`config.mk`:
```
export PLATFORM = sky130hd
export DESIGN_NAME = even_count_monitor_flat
export DESIGN_NICKNAME = d
export VERILOG_FILES = /design/src/rtl/even_count_monitor_pkg.sv /design/src/rtl/even_count_monitor_if.sv /design/src/rtl/even_count_monitor_classify.sv /design/src/rtl/even_count_monitor.sv /design/src/flat_wrapper.sv
export SDC_FILE = /design/constraint.sdc
export NUM_CORES = 1
export LEC_CHECK = 0
export ABC_AREA = 0
export CAP_MARGIN = 10
export CORE_MARGIN = 5
export CORE_UTILIZATION = 47
export DETAILED_ROUTE_END_ITERATION = 12
export MAX_ROUTING_LAYER = met4
export PLACE_DENSITY = 0.74
export SYNTH_ARGS = -nofsm -noshare
export SYNTH_HDL_FRONTEND = slang
export SYNTH_SLANG_ARGS = --single-unit
```
`constraint.sdc`:
```
create_clock -name clk -period 2.5 [get_ports clk]
set_input_delay 0.5 -clock clk [delete_from_list [all_inputs] [get_ports clk]]
set_output_delay 0.5 -clock clk [all_outputs]
set_load 0.02 [all_outputs]
```
`src/rtl/even_count_monitor_pkg.sv`:
```
// Shared constants, state and step-class types for the even counter family.
package even_count_pkg;

    localparam int unsigned VAL_W = 4;

    localparam logic [VAL_W-1:0] MIN_EVEN = 4'd0;
    localparam logic [VAL_W-1:0] MAX_EVEN = 4'd14;
    localparam logic [VAL_W-1:0] STEP     = 4'd2;

    // A -STEP move modulo 16 has the same bit pattern as MAX_EVEN.
    localparam logic [VAL_W-1:0] DELTA_DOWN = MAX_EVEN;
    localparam logic [VAL_W-1:0] DELTA_HOLD = 4'd0;

    typedef enum logic [1:0] {
        IDLE   = 2'd0,
        ACQ    = 2'd1,
        LOCKED = 2'd2
    } mon_state_t;

    typedef enum logic [2:0] {
        UP   = 3'd0,
        DOWN = 3'd1,
        HOLD = 3'd2,
        BAD  = 3'd3,
        ODD  = 3'd4
    } step_class_t;

    // Classify a transition prev -> cur; an odd value outranks the delta check.
    function automatic step_class_t classify_step(input logic [VAL_W-1:0] prev,
                                                  input logic [VAL_W-1:0] cur);
        logic [VAL_W-1:0] delta;
        step_class_t      cls;
        delta = cur - prev;
        if (cur[0]) begin
            cls = ODD;
        end else begin
            case (delta)
                STEP:       cls = UP;
                DELTA_DOWN: cls = DOWN;
                DELTA_HOLD: cls = HOLD;
                default:    cls = BAD;
            endcase
        end
        return cls;
    endfunction

endpackage

```
`src/rtl/even_count_monitor_if.sv`:
```
// Sample/status bus between an observer (master) and the count monitor (slave).
interface even_count_monitor_if
    import even_count_pkg::*;
#(
    parameter int unsigned ERR_W = 8
);
    logic             sample_valid;
    logic [VAL_W-1:0] count_in;
    logic             clear_err;

    logic             locked;
    logic             dir_up;
    logic             dir_down;
    logic             holding;
    logic             step_err;
    logic             err_sticky;
    logic [ERR_W-1:0] err_count;
    logic [VAL_W-1:0] last_value;

    modport master (
        output sample_valid, count_in, clear_err,
        input  locked, dir_up, dir_down, holding,
        input  step_err, err_sticky, err_count, last_value
    );

    modport slave (
        input  sample_valid, count_in, clear_err,
        output locked, dir_up, dir_down, holding,
        output step_err, err_sticky, err_count, last_value
    );

endinterface

```
`src/rtl/even_count_monitor_classify.sv`:
```
// Purely combinational step classifier: prev -> cur into UP/DOWN/HOLD/BAD/ODD.
module even_step_classify
    import even_count_pkg::*;
(
    input  logic [VAL_W-1:0] prev,
    input  logic [VAL_W-1:0] cur,
    output step_class_t      step_class
);

    // Delta and parity decision lives in the package so the counter can share it.
    assign step_class = classify_step(prev, cur);

endmodule

```
`src/rtl/even_count_monitor.sv`:
```
// Receive-side checker for an even up/down counter: lock, direction and error stats.
module even_count_monitor
    import even_count_pkg::*;
#(
    parameter int unsigned LOCK_STEPS = 3,
    parameter int unsigned ERR_W      = 8
) (
    input  logic               clk,
    input  logic               reset,
    even_count_monitor_if.slave bus
);

    localparam logic [ERR_W-1:0] ERR_MAX  = '1;
    localparam logic [3:0]       LOCK_CNT = 4'(LOCK_STEPS);

    mon_state_t       r_state;
    logic [3:0]       r_good_cnt;
    logic [VAL_W-1:0] r_last_value;
    logic             r_locked;
    logic             r_dir_up;
    logic             r_dir_down;
    logic             r_holding;
    logic             r_step_err;
    logic             r_err_sticky;
    logic [ERR_W-1:0] r_err_count;

    step_class_t      w_class;
    logic             w_err;
    logic [3:0]       w_good_inc;

    even_step_classify u_classify (
        .prev       (r_last_value),
        .cur        (bus.count_in),
        .step_class (w_class)
    );

    // Without a reference only parity can be judged; otherwise BAD and ODD are errors.
    assign w_err = bus.sample_valid &
                   ((r_state == IDLE) ? bus.count_in[0]
                                      : ((w_class == BAD) || (w_class == ODD)));

    assign w_good_inc = r_good_cnt + 4'd1;

    // Lock FSM, reference tracking, direction flags and error bookkeeping.
    always_ff @(posedge clk) begin
        if (reset) begin
            r_state      <= IDLE;
            r_good_cnt   <= 4'd0;
            r_last_value <= MIN_EVEN;
            r_locked     <= 1'b0;
            r_dir_up     <= 1'b0;
            r_dir_down   <= 1'b0;
            r_holding    <= 1'b0;
            r_step_err   <= 1'b0;
            r_err_sticky <= 1'b0;
            r_err_count  <= '0;
        end else begin
            r_step_err <= w_err;

            if (bus.clear_err) begin
                r_err_count  <= '0;
                r_err_sticky <= 1'b0;
            end else if (w_err) begin
                r_err_sticky <= 1'b1;
                if (r_err_count != ERR_MAX) begin
                    r_err_count <= r_err_count + ERR_W'(1);
                end
            end

            if (bus.sample_valid) begin
                case (r_state)
                    IDLE: begin
                        if (!bus.count_in[0]) begin
                            r_last_value <= bus.count_in;
                            r_state      <= ACQ;
                            r_good_cnt   <= 4'd0;
                            r_dir_up     <= 1'b0;
                            r_dir_down   <= 1'b0;
                            r_holding    <= 1'b0;
                        end
                    end
                    ACQ, LOCKED: begin
                        case (w_class)
                            UP, DOWN, HOLD: begin
                                r_last_value <= bus.count_in;
                                r_dir_up     <= (w_class == UP);
                                r_dir_down   <= (w_class == DOWN);
                                r_holding    <= (w_class == HOLD);
                                if (r_state == ACQ) begin
                                    r_good_cnt <= w_good_inc;
                                    if (w_good_inc == LOCK_CNT) begin
                                        r_state  <= LOCKED;
                                        r_locked <= 1'b1;
                                    end
                                end
                            end
                            BAD: begin
                                // Re-acquire from the jumped-to value (e.g. a parallel load).
                                r_last_value <= bus.count_in;
                                r_good_cnt   <= 4'd0;
                                r_dir_up     <= 1'b0;
                                r_dir_down   <= 1'b0;
                                r_holding    <= 1'b0;
                                r_state      <= ACQ;
                                r_locked     <= 1'b0;
                            end
                            default: begin
                                // Odd value: the reference is no longer trusted.
                                r_good_cnt <= 4'd0;
                                r_dir_up   <= 1'b0;
                                r_dir_down <= 1'b0;
                                r_holding  <= 1'b0;
                                r_state    <= IDLE;
                                r_locked   <= 1'b0;
                            end
                        endcase
                    end
                    default: begin
                        r_state  <= IDLE;
                        r_locked <= 1'b0;
                    end
                endcase
            end
        end
    end

    assign bus.locked     = r_locked;
    assign bus.dir_up     = r_dir_up;
    assign bus.dir_down   = r_dir_down;
    assign bus.holding    = r_holding;
    assign bus.step_err   = r_step_err;
    assign bus.err_sticky = r_err_sticky;
    assign bus.err_count  = r_err_count;
    assign bus.last_value = r_last_value;

endmodule

```
`src/flat_wrapper.sv`:
```
// flat-port wrapper written by rule: the top's interface ports become plain ports
module even_count_monitor_flat import even_count_pkg::*;
#(
    parameter int unsigned LOCK_STEPS = 3,
    parameter int unsigned ERR_W      = 8
)
  (clk, reset, bus_sample_valid, bus_count_in, bus_clear_err, bus_locked, bus_dir_up, bus_dir_down, bus_holding, bus_step_err, bus_err_sticky, bus_err_count, bus_last_value);
  even_count_monitor_if #(.ERR_W(ERR_W)) bus_i ();
  input  logic clk;
  input  logic reset;
  input wire logic [$bits(bus_i.sample_valid)-1:0] bus_sample_valid;
  input wire logic [$bits(bus_i.count_in)-1:0] bus_count_in;
  input wire logic [$bits(bus_i.clear_err)-1:0] bus_clear_err;
  output wire logic [$bits(bus_i.locked)-1:0] bus_locked;
  output wire logic [$bits(bus_i.dir_up)-1:0] bus_dir_up;
  output wire logic [$bits(bus_i.dir_down)-1:0] bus_dir_down;
  output wire logic [$bits(bus_i.holding)-1:0] bus_holding;
  output wire logic [$bits(bus_i.step_err)-1:0] bus_step_err;
  output wire logic [$bits(bus_i.err_sticky)-1:0] bus_err_sticky;
  output wire logic [$bits(bus_i.err_count)-1:0] bus_err_count;
  output wire logic [$bits(bus_i.last_value)-1:0] bus_last_value;
  assign bus_i.sample_valid = bus_sample_valid;
  assign bus_i.count_in = bus_count_in;
  assign bus_i.clear_err = bus_clear_err;
  assign bus_locked = bus_i.locked;
  assign bus_dir_up = bus_i.dir_up;
  assign bus_dir_down = bus_i.dir_down;
  assign bus_holding = bus_i.holding;
  assign bus_step_err = bus_i.step_err;
  assign bus_err_sticky = bus_i.err_sticky;
  assign bus_err_count = bus_i.err_count;
  assign bus_last_value = bus_i.last_value;
  even_count_monitor #(.LOCK_STEPS(LOCK_STEPS), .ERR_W(ERR_W)) u_core (.clk(clk), .reset(reset), .bus(bus_i));
endmodule
```
==> reports/metrics.csv <==
metric;value;unit
outcome;complete, no violations;
std_cell_rows;20;
antenna_found_initial;0;
maxSlewViolCount;0;
peakVddDrop;344;uV
setup_viol;0;
startpoint;bus_count_in[2];
cp_data_arrival_time;2700;ps
r2r_cells;8;
drc;0;
numClockSinks;24;
rsz0062_at_grt;no;
start_kind;input pin;
io_buffers;25;
viasPerCell;5.89;
required;2740;ps
hold_path_class;register to register;
fin_crit;2460;ps
synth-seq-area-share;0.335;
synthesis.nets;191;
synth.avg_cell_area;8.23;sq um
cts_tree;yes;
slew-limit-headroom;0.725;
rr_endpoint;u_core.bus.err_count[6];
post-place-ws;-584;ps
hpwl;2850;um
grt_pass1_wl;6730;um
post-route-period-util;0.982;
ff2ff_setup_slack;80;ps
area_growth;36.7;%
cap_violations;0;
clk_pin_slew_worst_paths;150;ps
post_dp_cell_area;1850;sq um
hold_buffers;0;
die_area;4250;sq um
critPathKind;input pin to register;
endpoint;u_core.bus.err_count[6];
crit_fanout;7;
core-area;2980;sq um
syn_inst;174;
hold_violations;0;
synth-seq-cells;24;
die_w;65.2;um
die_h;65.2;um
dr_total_vias;1466;
yosys_warnings;0;
syn_area;1430;sq um
num_antenna_cells;0;
gp_congestion;0.940;
grt_max_degree;18;
htree_levels;1;
drt.antenna.violating_nets;0;
grt_pass1_vias;1527;
grt_usage;0.202;
first_pass_iters;4;
start_util;0.481;
root_buffer;clkbuf_4;
p_leak;0.748;nW
drive_above_1_share;0.199;
yosysTopAreaCell;dfxtp_1;
r2r_start;u_core.bus.last_value[2];
nets;234;
fmax;407;MHz
boundaryPins;26;
post-route-cell-area;1960;sq um
synthTopCellsByArea;dfxtp_1 (34%), ha_1 (7.9%), nand3_1 (4.9%), a21oi_1 (4.2%), nor2_1 (3.9%);
clock_path_buffers;2;
wl_per_cell;15.6;um
synth.distinct_cells;42;
worstSkewPairLatency;320;ps
cts_buffers;3;
fin_ws;44.8;ps
initialDrtViolationCount;87;
synth_top_area_share;0.335;
cp-end-kind;register;
clock_skew;5.40;ps
powerDensity;450;nW/um^2
hold_ws;484;ps
worst_pin_slew;407;ps
grt-ovfl-total;0;
routed_wl;3900;um
## cell usage after synthesis (all sizes together)
library cell,instances
a21oi,12
a22oi,1
a31oi,4
a41oi,1
and3,5
buf,2
clkbuf,6
dfxtp,24
ha,9
inv,9
mux2i,4
nand2,11
nand2b,1
nand3,14
nand3b,1
nand4,1
nand4bb,1
nor2,15
nor2b,5
nor3,3
nor3b,3
nor4,4
nor4b,2
o211a,2
o21ai,9
o221ai,1
o311a,2
o311ai,2
o31ai,3
o41ai,1
or2,3
or3,2
or4,6
or4b,2
xnor2,2
xor2,1
## kinds of logic after synthesis
group | count (synthesis) | share of synthesized area
buffers and inverters | 17 | 0.0498
XOR/XNOR | 3 | 0.0183
AO/OA/AOI/OAI | 38 | 0.178
AND/OR/NAND/NOR | 79 | 0.312
adder cells (fa/ha/maj) | 9 | 0.0786
flip-flops | 24 | 0.335
multiplexers | 4 | 0.0279
## what timing repair did
action	CTS	global route
setup buffers	0	0
cloned	0	0
pin swaps	6	6
resized for setup	8	6
endpoints found under the setup margin	13	9
endpoints found under the hold margin	0	0
## worst max-delay path, cell delays in order
cell           delay, ps
dlygate4sd2_1        270
ha_4                 300
nand3b_1             130
and3_4               200
or4_4                520
o311a_4              170
or4b_1               480
o211a_1              140
## through the flow
stage	util	std cells	total power, mW	setup TNS, ps
floorplan	-	174	0.500	-28.1
global placement	0.621	245	0.572	-6040
detailed placement	0.621	245	0.578	-7190
CTS	0.650	249	0.873	0
global route	0.658	249	0.923	0
finish	0.658	249	0.881	0
## power breakdown
| group | internal [mW] | switching [mW] | total [mW] |
|---|---|---|---|
| logic | 0.0942 | 0.100 | 0.194 |
| clock network | 0.162 | 0.130 | 0.292 |
| registers | 0.390 | 0.00509 | 0.395 |
| total | 0.646 | 0.235 | 0.881 |
## state kept, by name, summed over array words and instances (netlist names)
signal                 flops
u_core.bus.holding         1
u_core.r_state             2
u_core.bus.err_sticky      1
u_core.r_good_cnt          4
u_core.bus.err_count       8
u_core.bus.last_value      4
u_core.bus.dir_down        1
u_core.bus.dir_up          1
u_core.bus.locked          1
u_core.bus.step_err        1
## layer usage
layer / wire (um) / GRT usage
met1: 1760 / 0.246
met2: 1960 / 0.349
met3: 136 / 0.0342
met4: 38 / 0.0466
met5: 0 / -
## worst min path at each step
stage	start	endpoint	slack (ps)	cells past startpoint
detailed placement	u_core.bus.dir_down	u_core.bus.dir_down	460	2
CTS	u_core.bus.dir_down	u_core.bus.dir_down	490	2
floorplan	u_core.r_good_cnt[3]	u_core.r_good_cnt[3]	490	2
finish	u_core.bus.dir_down	u_core.bus.dir_down	480	2
global route	u_core.bus.dir_down	u_core.bus.dir_down	540	2
global placement	u_core.bus.dir_down	u_core.bus.dir_down	450	2
## placed cells by master, fill, tap and decap left out, types with 4 or more instances in the layout
| master | count |
|---|---|
| a21oi_1 | 9 |
| nor4_1 | 4 |
| a31oi_1 | 4 |
| and3_1 | 4 |
| buf_4 | 20 |
| nor2_1 | 15 |
| nand3_1 | 14 |
| ha_1 | 6 |
| nor2b_1 | 5 |
| nand2_1 | 11 |
| o21ai_1 | 7 |
| clkdlybuf4s50_1 | 22 |
| inv_1 | 8 |
| dfxtp_1 | 22 |
| mux2i_1 | 4 |
## area by class of cell
type                       count  area, sq um
clock buffer                   3         22.5
clock inverter                 1         30.0
fill                         257         1020
inverter                       9         33.8
multi-input combinational    133          940
sequential                    24          483
tap                           33         41.3
timing repair buffer          46          408
Power figures use the tool's default switching activity.
